## src/rtl/ttt_pkg.sv

```systemverilog
// Shared tic-tac-toe definitions: cell encodings, win-line table, player FSM states.
package ttt_pkg;

  localparam logic [1:0] EMPTY = 2'b00;
  localparam logic [1:0] P1    = 2'b11;
  localparam logic [1:0] P2    = 2'b10;

  localparam logic [1:0] WIN_NONE = 2'b00;
  localparam logic [1:0] WIN_DRAW = 2'b01;
  localparam logic [1:0] WIN_P2   = 2'b10;
  localparam logic [1:0] WIN_P1   = 2'b11;

  typedef logic [3:0] cell_t;

  localparam cell_t LINE_TBL [8][3] = '{
    '{4'd0, 4'd1, 4'd2}, '{4'd3, 4'd4, 4'd5}, '{4'd6, 4'd7, 4'd8},
    '{4'd0, 4'd3, 4'd6}, '{4'd1, 4'd4, 4'd7}, '{4'd2, 4'd5, 4'd8},
    '{4'd0, 4'd4, 4'd8}, '{4'd2, 4'd4, 4'd6}
  };

  // Fallback preference: centre, corners, then edges.
  localparam cell_t PICK_ORDER [9] = '{
    4'd4, 4'd0, 4'd2, 4'd6, 4'd8, 4'd1, 4'd3, 4'd5, 4'd7
  };

  typedef enum logic [2:0] {
    StIdle, StScanWin, StScanBlock, StPick, StIssue, StWaitAck
  } state_e;

  function automatic logic [1:0] cell_at(input logic [17:0] b, input cell_t i);
    logic [1:0] r;
    r = EMPTY;
    for (int k = 0; k < 9; k++) begin
      if (i == cell_t'(k)) r = b[2*k +: 2];
    end
    return r;
  endfunction

endpackage

```

## src/rtl/auto_player_if.sv

```systemverilog
// Move-request and board bus between the game controller and an automated player.
interface auto_player_if;
  logic [17:0] gBoard;
  logic        myTurn;
  logic        isPlayer1;
  logic        gameIsDone;
  logic        playerWrite;
  logic [3:0]  playerInput;
  logic        busy;
  logic        noMove;

  modport master (
    input  gBoard, myTurn, isPlayer1, gameIsDone,
    output playerWrite, playerInput, busy, noMove
  );

  modport slave (
    output gBoard, myTurn, isPlayer1, gameIsDone,
    input  playerWrite, playerInput, busy, noMove
  );
endinterface

```

## src/rtl/line_eval.sv

```systemverilog
// Combinational check of one win line: two cells hold mark and the third is empty.
module line_eval
  import ttt_pkg::*;
(
  input  logic [1:0] c0,
  input  logic [1:0] c1,
  input  logic [1:0] c2,
  input  logic [1:0] mark,
  output logic       hit,
  output logic [1:0] pos
);

  logic [1:0] nmark;
  logic [1:0] nempty;

  always_comb begin
    nmark  = {1'b0, c0 == mark} + {1'b0, c1 == mark} + {1'b0, c2 == mark};
    nempty = {1'b0, c0 == EMPTY} + {1'b0, c1 == EMPTY} + {1'b0, c2 == EMPTY};
    hit    = (nmark == 2'd2) && (nempty == 2'd1);
    pos    = 2'd0;
    if (c2 == EMPTY) pos = 2'd2;
    if (c1 == EMPTY) pos = 2'd1;
    if (c0 == EMPTY) pos = 2'd0;
  end

endmodule

```

## src/rtl/auto_player.sv

```systemverilog
// Automated tic-tac-toe opponent: scans for win, then block, then preference order,
// strobes one move and waits for the board to show it, re-scanning on timeout.
module auto_player
  import ttt_pkg::*;
#(
  parameter int unsigned RESP_TIMEOUT = 15
) (
  input logic            ph1,
  input logic            reset,
  auto_player_if.master  bus
);

  localparam int unsigned TW = $clog2(RESP_TIMEOUT + 1);

  state_e      state_q, state_d;
  logic [2:0]  lcnt_q, lcnt_d;
  logic [TW-1:0] tcnt_q, tcnt_d;
  logic [17:0] board_q, board_d;
  logic [1:0]  own_q, own_d, opp_q, opp_d;
  cell_t       cell_q, cell_d;
  logic        pw_q, busy_q, nomove_q, nomove_d;
  cell_t       pin_q;

  logic        hit;
  logic [1:0]  pos;
  logic [1:0]  mark;
  cell_t       hit_cell, pick_cell;
  logic        pick_ok;
  logic [1:0]  live;

  assign mark = (state_q == StScanBlock) ? opp_q : own_q;
  assign live = cell_at(bus.gBoard, cell_q);

  line_eval u_line_eval (
    .c0   (cell_at(board_q, LINE_TBL[lcnt_q][0])),
    .c1   (cell_at(board_q, LINE_TBL[lcnt_q][1])),
    .c2   (cell_at(board_q, LINE_TBL[lcnt_q][2])),
    .mark (mark),
    .hit  (hit),
    .pos  (pos)
  );

  always_comb begin
    unique case (pos)
      2'd1:    hit_cell = LINE_TBL[lcnt_q][1];
      2'd2:    hit_cell = LINE_TBL[lcnt_q][2];
      default: hit_cell = LINE_TBL[lcnt_q][0];
    endcase
    // Walk backwards so the highest-preference empty cell wins.
    pick_ok   = 1'b0;
    pick_cell = '0;
    for (int k = 8; k >= 0; k--) begin
      if (cell_at(board_q, PICK_ORDER[k]) == EMPTY) begin
        pick_ok   = 1'b1;
        pick_cell = PICK_ORDER[k];
      end
    end
  end

  always_comb begin
    state_d  = state_q;
    lcnt_d   = lcnt_q;
    tcnt_d   = tcnt_q;
    board_d  = board_q;
    own_d    = own_q;
    opp_d    = opp_q;
    cell_d   = cell_q;
    nomove_d = 1'b0;
    unique case (state_q)
      StIdle: begin
        if (bus.myTurn && !bus.gameIsDone) begin
          board_d = bus.gBoard;
          own_d   = bus.isPlayer1 ? P1 : P2;
          opp_d   = bus.isPlayer1 ? P2 : P1;
          lcnt_d  = '0;
          state_d = StScanWin;
        end
      end
      StScanWin, StScanBlock: begin
        if (hit) begin
          cell_d  = hit_cell;
          state_d = StIssue;
        end else if (lcnt_q == 3'd7) begin
          lcnt_d  = '0;
          state_d = (state_q == StScanWin) ? StScanBlock : StPick;
        end else begin
          lcnt_d = lcnt_q + 3'd1;
        end
      end
      StPick: begin
        if (pick_ok) begin
          cell_d  = pick_cell;
          state_d = StIssue;
        end else begin
          nomove_d = 1'b1;
          state_d  = StIdle;
        end
      end
      StIssue: begin
        tcnt_d  = '0;
        state_d = StWaitAck;
      end
      StWaitAck: begin
        if (live == own_q) begin
          state_d = StIdle;
        end else if (live != EMPTY || tcnt_q == TW'(RESP_TIMEOUT - 1)) begin
          board_d = bus.gBoard;
          lcnt_d  = '0;
          state_d = StScanWin;
        end else if (tcnt_q != '1) begin
          tcnt_d = tcnt_q + 1'b1;
        end
      end
      default: state_d = StIdle;
    endcase
    if (bus.gameIsDone) begin
      state_d  = StIdle;
      lcnt_d   = '0;
      tcnt_d   = '0;
      cell_d   = '0;
      nomove_d = 1'b0;
    end
  end

  always_ff @(posedge ph1 or negedge reset) begin
    if (!reset) begin
      state_q  <= StIdle;
      lcnt_q   <= '0;
      tcnt_q   <= '0;
      board_q  <= '0;
      own_q    <= EMPTY;
      opp_q    <= EMPTY;
      cell_q   <= '0;
      pw_q     <= 1'b0;
      pin_q    <= '0;
      busy_q   <= 1'b0;
      nomove_q <= 1'b0;
    end else begin
      state_q  <= state_d;
      lcnt_q   <= lcnt_d;
      tcnt_q   <= tcnt_d;
      board_q  <= board_d;
      own_q    <= own_d;
      opp_q    <= opp_d;
      cell_q   <= cell_d;
      pw_q     <= (state_d == StIssue);
      pin_q    <= (state_d == StIssue) ? cell_d : '0;
      busy_q   <= (state_d != StIdle);
      nomove_q <= nomove_d;
    end
  end

  assign bus.playerWrite = pw_q;
  assign bus.playerInput = pin_q;
  assign bus.busy        = busy_q;
  assign bus.noMove      = nomove_q;

endmodule

```

## src/flat_wrapper.sv

```systemverilog
// flat-port wrapper written by rule: the top's interface ports become plain ports
module auto_player_flat import ttt_pkg::*;
#(
  parameter int unsigned RESP_TIMEOUT = 15
)
  (ph1, reset, bus_gBoard, bus_myTurn, bus_isPlayer1, bus_gameIsDone, bus_playerWrite, bus_playerInput, bus_busy, bus_noMove);
  auto_player_if bus_i ();
  input logic ph1;
  input logic reset;
  input wire logic [$bits(bus_i.gBoard)-1:0] bus_gBoard;
  input wire logic [$bits(bus_i.myTurn)-1:0] bus_myTurn;
  input wire logic [$bits(bus_i.isPlayer1)-1:0] bus_isPlayer1;
  input wire logic [$bits(bus_i.gameIsDone)-1:0] bus_gameIsDone;
  output wire logic [$bits(bus_i.playerWrite)-1:0] bus_playerWrite;
  output wire logic [$bits(bus_i.playerInput)-1:0] bus_playerInput;
  output wire logic [$bits(bus_i.busy)-1:0] bus_busy;
  output wire logic [$bits(bus_i.noMove)-1:0] bus_noMove;
  assign bus_i.gBoard = bus_gBoard;
  assign bus_i.myTurn = bus_myTurn;
  assign bus_i.isPlayer1 = bus_isPlayer1;
  assign bus_i.gameIsDone = bus_gameIsDone;
  assign bus_playerWrite = bus_i.playerWrite;
  assign bus_playerInput = bus_i.playerInput;
  assign bus_busy = bus_i.busy;
  assign bus_noMove = bus_i.noMove;
  auto_player #(.RESP_TIMEOUT(RESP_TIMEOUT)) u_core (.ph1(ph1), .reset(reset), .bus(bus_i));
endmodule
```

## config.mk

```make
export PLATFORM = sky130hd
export DESIGN_NAME = auto_player_flat
export DESIGN_NICKNAME = d
export VERILOG_FILES = /design/src/rtl/ttt_pkg.sv /design/src/rtl/auto_player_if.sv /design/src/rtl/line_eval.sv /design/src/rtl/auto_player.sv /design/src/flat_wrapper.sv
export SDC_FILE = /design/constraint.sdc
export NUM_CORES = 1
export LEC_CHECK = 0
export CAP_MARGIN = 20
export CORE_MARGIN = 2
export CORE_UTILIZATION = 58
export DETAILED_ROUTE_END_ITERATION = 8
export DONT_BUFFER_PORTS = 1
export HOLD_SLACK_MARGIN = 0.02
export PLACE_DENSITY = 0.84
export SLEW_MARGIN = 20
export SYNTH_ARGS = -nofsm -noshare
export SYNTH_HDL_FRONTEND = slang
export SYNTH_SLANG_ARGS = --single-unit
```

## constraint.sdc

```tcl
create_clock -name ph1 -period 4.5 [get_ports ph1]
set_clock_uncertainty 0.15 [all_clocks]
set_input_delay 0.9 -clock ph1 [delete_from_list [all_inputs] [get_ports ph1]]
set_output_delay 0.9 -clock ph1 [all_outputs]
set_load 0.02 [all_outputs]
```

; ---- Word-level counts from Yosys, hierarchy flattened
; Memory sizes are Yosys's and may differ from the RTL's.
; Index checks and enable logic that the tools add are counted.
[word_totals]
ff_bits = 43
mem_bits_ro = 96
input_bits = 23
output_inout_bits = 7
word_cells = 205
mem_count = 1
[classes]
addsub = 6
n_lt_le_gt_ge = 1
n_eq_ne = 58
muxes = 96
n_bitwise = 1
n_reduce_logical = 31
[memory_table]
columns = memory, depth, word_bits, rd, rd_clocked_by_memory_dff, wr, line_no
row1 = (no name shown), 8, 12, 1, 0, 0, auto_player.sv:45  ; 2'd1: hit_cell = LINE_TBL[lcnt_q][1];
[op_table]
columns = operator, n
row1 = $mux 2, 40
row2 = $eq 4x3->1 const B, 16
row3 = $mux 18, 3
row4 = $mux 4, 13
row5 = $mux 3, 17
row6 = $pmux 18 s2, 1
row7 = $eq 4x2->1 const B, 8
row8 = $logic_not 2->1, 12
row9 = $mux 12, 2
row10 = $pmux 4 s2, 3
row11 = $eq 4x4->1 const B, 5
row12 = $eq 4x1->1 const B, 4
row13 = $logic_not 4->1, 4
row14 = $mux 1, 15
row15 = $pmux 3 s5, 1
row16 = $eq 3x3->1 const B, 4
row17 = $ne 3x2->1 const B, 3
row18 = $ne 3x3->1 const B, 3
row19 = $pmux 3 s3, 1
row20 = $eq 2x2->1, 4
row21 = $reduce_and 4->1, 2
row22 = $eq 3x2->1 const B, 2
row23 = $reduce_bool 3->1, 2
row24 = $reduce_and 5->1, 1
row25 = other kinds (20), 27

; ---- Longest topological paths before layout
[logic_depth]
word_depth = 24
mapped_depth = 21
mapped_depth_nobuf = 19

; ---- By module
; A second synthesis with hierarchy kept.
[unflattened]
hier_cells = 496
hier_area_um2 = 3851.2
[by_module_without_submodules]
columns = mod, instances, cells_each, area_per_inst_um2, seq_area_each_um2
row1 = auto_player, 1, 479, 3706.1, 1051.0
row2 = line_eval, 1, 17, 145.1, 0.0

; ---- Least setup slack after synthesis
; OpenSTA, ideal clock, no wires.
[synth_timing]
kind = flip-flop to flip-flop
startpoint = register u_core.lcnt_q[0]
endpoint = register u_core.pin_q[0] (netlist: u_core.bus.playerInput[0])
setup_time_ns = 0.067
arrival_time_ns = 4.517
t_required_ns = 4.283
path_slack_ns = -0.234
stages_incl_launch_ff = 20
path_buffers = 2
period_less_slack_ns = 4.734
cell_sequence = dfrtp_1 -> clkbuf_1 -> inv_1 -> ha_1 -> buf_2 -> nor3b_1 -> nand2_1 -> o31ai_1 -> o21ai_0 -> and3_1 -> o22ai_1 -> xor2_1 -> nand2_1 -> fa_1 -> nor4bb_1 -> nand2_1 -> o21ai_0 -> a211oi_2 -> nor4b_4 -> and3b_1
[synth_between]
elab_chain_cells = 24
elab_cells_between_ends = 87
classes_between = add/sub: 4 / eq/ne: 33 / mux: 41 / bitwise: 1 / reduce/logical: 7 / memory: 1
[synth_lines]
columns = element, line_no
row1 = from (decl), auto_player.sv:16  ; logic [2:0] lcnt_q, lcnt_d;
row2 = from (signal assigned), auto_player.sv:140  ; lcnt_q <= lcnt_d;
row3 = $not 3->4 (not written as such), -
row4 = $mem_v2 8x12, -
row5 = $mux 12 (not written as such), auto_player.sv:45
row6 = $mux 12 (not written as such), auto_player.sv:35  ; .c0 (cell_at(board_q, LINE_TBL[lcnt_q][0])),
row7 = $logic_not 4->1, ttt_pkg.sv:34  ; if (i == cell_t'(k)) r = b[2*k +: 2];
row8 = $mux 2 (9 in series), ttt_pkg.sv:34
row9 = $eq 2x2->1 (tied with other cells), line_eval.sv:17  ; nmark = {1'b0, c0 == mark} + {1'b0, c1 == mark} + {1'b0, c2 == mark};
row10 = $add 1x1->2 (tied with other cells), line_eval.sv:17
row11 = $add 2x1->2 (tied with other cells), line_eval.sv:17
row12 = $eq 2x2->1 (tied with other cells), line_eval.sv:19  ; hit = (nmark == 2'd2) && (nempty == 2'd1);
row13 = $logic_and 1x1->1 (tied with other cells), line_eval.sv:19
row14 = $mux 3 / $pmux 4 s2 (equally long branches), "auto_player.sv:80, auto_player.sv:44"
row15 = $pmux 3 s5 / $mux 4 (equally long branches), "auto_player.sv:69, auto_player.sv:80"
row16 = $mux 3 / $pmux 4 s2 (equally long branches), "auto_player.sv:116, auto_player.sv:69"
row17 = $eq 3x3->1 / $mux 4 (equally long branches), "auto_player.sv:147, auto_player.sv:116"
row18 = $mux 4 *, auto_player.sv:147  ; pin_q <= (state_d == StIssue) ? cell_d : '0;
row19 = to (signal assigned), auto_player.sv:147
row20 = to (decl), auto_player.sv:22  ; cell_t pin_q;
; Mark *: on every way between the ends. The rest lies on a longest branch, timed or not. The select of a mux whose other input is x is not followed.
; A chain may end at the register's enable or synchronous reset.

; ---- Worst setup path after layout
[layout_timing]
startpoint = register u_core.lcnt_q[0]
endpoint = register u_core.pin_q[0] (netlist: u_core.bus.playerInput[0])
[layout_between]
elab_chain_cells = 24
elab_cells_between_ends = 87
classes_between = add/sub: 4 / eq/ne: 33 / mux: 41 / bitwise: 1 / reduce/logical: 7 / memory: 1
[layout_lines]
columns = element, line_no
row1 = $not 3->4 (not written as such) *, -
row2 = $mem_v2 8x12 *, -
row3 = $mux 12 (not written as such) *, auto_player.sv:45
row4 = $mux 12 (not written as such) *, auto_player.sv:35
row5 = "parallel branches: the longest is 16 deep, another holds $add 1x1->2", -
row6 = $mux 4 *, auto_player.sv:80  ; if (hit) begin
row7 = $pmux 4 s2 *, auto_player.sv:69  ; unique case (state_q)
row8 = $mux 4 *, auto_player.sv:116  ; if (bus.gameIsDone) begin
row9 = named net u_core.cell_d[0], auto_player.sv:20  ; cell_t cell_q, cell_d;
row10 = $mux 4 *, auto_player.sv:147
; Mark *: on every way through the listed nets, which the timed path passes. The select of a mux whose other input is x is not followed.

==> flow_summary_export.csv <==
group,metric,value,unit
power_and_ir_drop,worst_ir_drop_vdd,0.3073,mV
finish,antenna_cells,0,
global_routing,grt_pass1_vias,3013,
yosys,mappedNetlistNets,430,
timing,setup_tns,0,ns
setup_path,critPathArrivalTime,4.39,ns
route,remaining_drc_errors,0,
clock_tree,cts-htree-levels,2,
setup_path,critical-path-slowest-cell,"sky130_fd_sc_hd__fa_1",
finish,layout.cells.non_filler,489,
setup_path,crit_path_max_fanout,11,
setup_path,critical_path_class,"register to register",
setup_path,crit_path_start_kind,"register",
route,routed-via-count,3300,
finish,final_net_count,451,
timing,timing.fmax,0.2297,GHz
place,gpl.final_weighted_congestion,0.9466,
die,area_of_the_core,5851,sq um
yosys,asyncSetResetFlopFracSynth,100.0,%
finish,final_cell_area,4023,sq um
yosys,yosys_register_bits,42,
timing,min_period,4.353,ns
setup_path,timing.critical_path.buf_inv,3,
global_routing,overflow,0,
global_routing,grt.busiest_layer,"met2",
global_routing,grt_met1_usage,39.08,%
timing,layout_worst_path_cycle_share,96.73,%
route,drt.antenna.violating_nets,0,
clock_tree,clockBufferDepth,2,
global_routing,maximum_number_of_pins_on_one_net_before_global_route_repair,43,
clock_tree,cts_num_sinks,42,
clock_tree,path_clk_slew,0.08,ns
setup_path,critical_path_depth,19,
clock_tree,clockRootBuffer,"sky130_fd_sc_hd__clkbuf_8",
yosys,ys.flop_type,"sky130_fd_sc_hd__dfrtp_1",
setup_path,timing.critical_path.to_type,"register",
global_routing,grt_use_met2,45.04,%
place,hpwl_after_detailed_placement,6.666,mm
route,first_iteration_detailed_routing_drc_count,296,
die,placementRows,28,
clock_tree,insertion_delay,0.29,ns
die,fp.dieW,81.19,um
timing,final-hold-violation-count,0,
timing,slew-limit-headroom,61.59,%
global_routing,grt_first_pass_wirelength,14.75,mm
yosys,synth_warnings,0,
timing,setup_viol_count_final,0,
setup_path,worst_path_largest_cell_delay,0.53,ns
yosys,synth-edff-count,0,
global_routing,gr-usage-met3,6.000,%
global_routing,global_route.usage.total,28.94,%
setup_path,critPathRequiredTime,4.54,ns
yosys,synth.lib_cells_used.distinct,71,
run_status,run_status,"completed",
finish,final.fill_count,428,
route,post_drt_via_cell_ratio,6.748,
route,drt-total-wl,9.578,mm
setup_path,path_cells,"buf_6 -> ha_4 -> buf_6 -> nor3b_4 -> nand2_2 -> o31ai_2 -> o21ai_1 -> and3_1 -> o22ai_2 -> xor2_1 -> nand2_1 -> fa_1 -> nor4bb_4 -> buf_4 -> o21ai_0 -> a211oi_1 -> o22ai_1 -> nor2b_4 -> and3b_1",
power_and_ir_drop,power-per-cell-area,473.6,nW/um^2
job,maxCapViolCount,0,
yosys,netlist_instances,393,
timing,timing_max_transition_violations_final,0,
yosys,synth_sequential_area_ratio,30.41,%
place,placedInstanceArea,3632,sq um
yosys,mappedNetlistArea,3456,sq um
clock_tree,ctsHoldBuffers,0,
place,place.detailed.instances,470,
min_path,min_path_type,"primary input to async pin",
finish,final_layout_size_suffix_gt1_share,25.12,%
setup_path,r2r.worst_path.cells,19,
clock_tree,tritoncts.num_buffers,5,
finish,growth_of_design_area_from_synthesis_to_finish,16.40,%
die,num_io_pins,30,
route,detail_route.wl_per_cell,19.59,um
yosys,avgSynthCellArea,8.793,sq um
clock_tree,cts_tree,"yes",
timing,actual_slew_at_the_worst_max_slew_pin,0.5702,ns
die,chipHeight,81.19,um
global_routing,antenna_found_initial,0,
setup_path,cpMostUsedCell,"sky130_fd_sc_hd__buf_6",
power_and_ir_drop,power.leakage,0.001633,uW
route,drt_pre_antenna_iters,5,
die,starting_density_of_the_core,59.07,%
die,design.die.area,6592,sq um
place,port_buffers,0,
setup_path,cp_top_family,"simple AND/OR/NAND/NOR gates",
[layer usage]
layer	up-vias	share of wire [%]
li1	1509	-
met1	1603	42
met2	156	47
met3	32	7.2
met4	0	3.3
met5	-	0
[worst reg2reg max path, stage by stage, from the launching register on]
cell                       delay (ns)
sky130_fd_sc_hd__dfrtp_1         0.40
sky130_fd_sc_hd__buf_6           0.17
sky130_fd_sc_hd__ha_4            0.18
sky130_fd_sc_hd__buf_6           0.14
sky130_fd_sc_hd__nor3b_4         0.27
sky130_fd_sc_hd__nand2_2         0.11
sky130_fd_sc_hd__o31ai_2         0.25
sky130_fd_sc_hd__o21ai_1         0.10
sky130_fd_sc_hd__and3_1          0.20
sky130_fd_sc_hd__o22ai_2         0.14
sky130_fd_sc_hd__xor2_1          0.16
sky130_fd_sc_hd__nand2_1         0.09
sky130_fd_sc_hd__fa_1            0.53
sky130_fd_sc_hd__nor4bb_4        0.43
sky130_fd_sc_hd__buf_4           0.19
sky130_fd_sc_hd__o21ai_0         0.08
sky130_fd_sc_hd__a211oi_1        0.26
sky130_fd_sc_hd__o22ai_1         0.10
sky130_fd_sc_hd__nor2b_4         0.14
sky130_fd_sc_hd__and3b_1         0.16
[synth_stat cells, types with 3 or more instances]
cell type / number / area (sq um)
sky130_fd_sc_hd__o211a_1: 3 / 30.03
sky130_fd_sc_hd__mux2_4: 10 / 150.1
sky130_fd_sc_hd__a21o_1: 3 / 22.52
sky130_fd_sc_hd__nand2_1: 27 / 101.4
sky130_fd_sc_hd__nor3_1: 12 / 60.06
sky130_fd_sc_hd__xnor2_1: 4 / 35.03
sky130_fd_sc_hd__or2_2: 3 / 18.77
sky130_fd_sc_hd__nand3_1: 9 / 45.04
sky130_fd_sc_hd__nor3b_1: 7 / 52.55
sky130_fd_sc_hd__nand4b_1: 3 / 26.28
sky130_fd_sc_hd__a211oi_1: 4 / 30.03
sky130_fd_sc_hd__o21ai_0: 27 / 135.1
sky130_fd_sc_hd__nand2b_1: 4 / 25.02
sky130_fd_sc_hd__mux2_2: 11 / 123.9
sky130_fd_sc_hd__mux2i_1: 7 / 70.07
sky130_fd_sc_hd__nor2_1: 37 / 138.9
sky130_fd_sc_hd__nand4_1: 6 / 37.54
sky130_fd_sc_hd__a221oi_1: 5 / 43.79
sky130_fd_sc_hd__clkbuf_1: 10 / 37.54
sky130_fd_sc_hd__ha_1: 12 / 150.1
sky130_fd_sc_hd__nor2b_1: 13 / 81.33
sky130_fd_sc_hd__a32oi_1: 3 / 26.28
sky130_fd_sc_hd__and2_1: 4 / 25.02
sky130_fd_sc_hd__o22ai_1: 10 / 62.56
sky130_fd_sc_hd__o31ai_1: 5 / 37.54
sky130_fd_sc_hd__xor2_1: 5 / 43.79
sky130_fd_sc_hd__a21oi_1: 20 / 100.1
sky130_fd_sc_hd__o211ai_1: 3 / 22.52
sky130_fd_sc_hd__nand3b_1: 4 / 30.03
sky130_fd_sc_hd__dfrtp_1: 42 / 1051
sky130_fd_sc_hd__buf_2: 3 / 15.01
sky130_fd_sc_hd__a31oi_1: 7 / 43.79
sky130_fd_sc_hd__inv_1: 17 / 63.81
sky130_fd_sc_hd__and3_1: 5 / 31.28
[flip-flops by register name, summed over array words and instances, names as in the netlist]
signal and cells:
u_core.bus.noMove 1, u_core.board_q 18, u_core.own_q 1, u_core.bus.playerWrite 1
u_core.cell_q 4, u_core.tcnt_q 4, u_core.bus.busy 1, u_core.opp_q 2
u_core.lcnt_q 3, u_core.bus.playerInput 4, u_core.state_q 3
[cell families after synthesis]
kind of cell / count (synthesis) / synth area share, %
multiplexers: 30 / 10.61
XOR/XNOR: 9 / 2.281
buffers and inverters: 35 / 4.344
adder cells (fa/ha/maj): 14 / 5.503
AO/OA/AOI/OAI: 110 / 22.05
flip-flops: 42 / 30.41
AND/OR/NAND/NOR: 153 / 24.80
[where the power goes]
group | total, uW | internal [uW] | switching, uW
Clock | 302 | 177 | 125
Sequential | 584 | 442 | 142
Combinational | 1020 | 506 | 513
Total | 1910 | 1130 | 780
[final timing paths]
kind,start,endpoint,slack [ns]
worst max-delay path,u_core.lcnt_q[0]$_DFFE_PN0P_,u_core.bus.playerInput[0]$_DFF_PN0_,0.15
min in group ph1,u_core.opp_q[0]$_DFFE_PN0P_,u_core.opp_q[0]$_DFFE_PN0P_,0.41
worst max register to register,u_core.lcnt_q[0]$_DFFE_PN0P_,u_core.bus.playerInput[0]$_DFF_PN0_,0.15
max in group asynchronous,reset,u_core.lcnt_q[2]$_DFFE_PN0P_,3.96
worst min-delay path,reset,u_core.board_q[11]$_DFFE_PN0P_,0.14
worst min register to register,u_core.opp_q[0]$_DFFE_PN0P_,u_core.opp_q[0]$_DFFE_PN0P_,0.41
[layout make-up]
class	count	area, sq um	share of cell area, %
Timing Repair Buffer	31	241.5	6.003
Tap cell	75	93.84	2.333
Sequential cell	42	1052	26.16
Clock inverter	1	30.03	0.7465
Multi-Input combinational cell	316	2452	60.96
Clock buffer	6	82.58	2.053
Inverter	18	70.07	1.742
[layout by cell type, fill, tap and decap left out, types with 9 or more instances in the layout]
| cell | netlist | final |
|---|---|---|
| sky130_fd_sc_hd__nor2b_1 | 13 | 9 |
| sky130_fd_sc_hd__mux2_2 | 11 | 10 |
| sky130_fd_sc_hd__a21oi_1 | 20 | 17 |
| sky130_fd_sc_hd__nand2_1 | 27 | 25 |
| sky130_fd_sc_hd__nand3_1 | 9 | 9 |
| sky130_fd_sc_hd__mux2_4 | 10 | 11 |
| sky130_fd_sc_hd__inv_1 | 17 | 15 |
| sky130_fd_sc_hd__nor2_1 | 37 | 37 |
| sky130_fd_sc_hd__o22ai_1 | 10 | 9 |
| sky130_fd_sc_hd__buf_4 | 2 | 27 |
| sky130_fd_sc_hd__nor3_1 | 12 | 12 |
| sky130_fd_sc_hd__dfrtp_1 | 42 | 41 |
| sky130_fd_sc_hd__o21ai_0 | 27 | 20 |
[stage by stage]
stage | hold WS, ns | utilization, % | worst slack, ns | total power (uW)
5_1_grt | 0.1300 | 68.76 | -0.08320 | 2011
6_report | 0.1397 | 68.76 | 0.1472 | 1905
2_1_floorplan | 0.3446 | - | 0.07628 | 1217
3_3_place_gp | 0.3720 | 62.08 | 0.05221 | 1428
3_5_place_dp | 0.4018 | 62.08 | -0.04739 | 1442
4_1_cts | 0.1377 | 64.07 | 0.01188 | 1755
[repair_timing]
item,CTS,global route
cloned,0,1
setup endpoints to repair,4,13
setup buffers,0,11
pin swaps,1,17
resized for setup,1,46
Note: power is estimated with default switching activity, not from simulation.
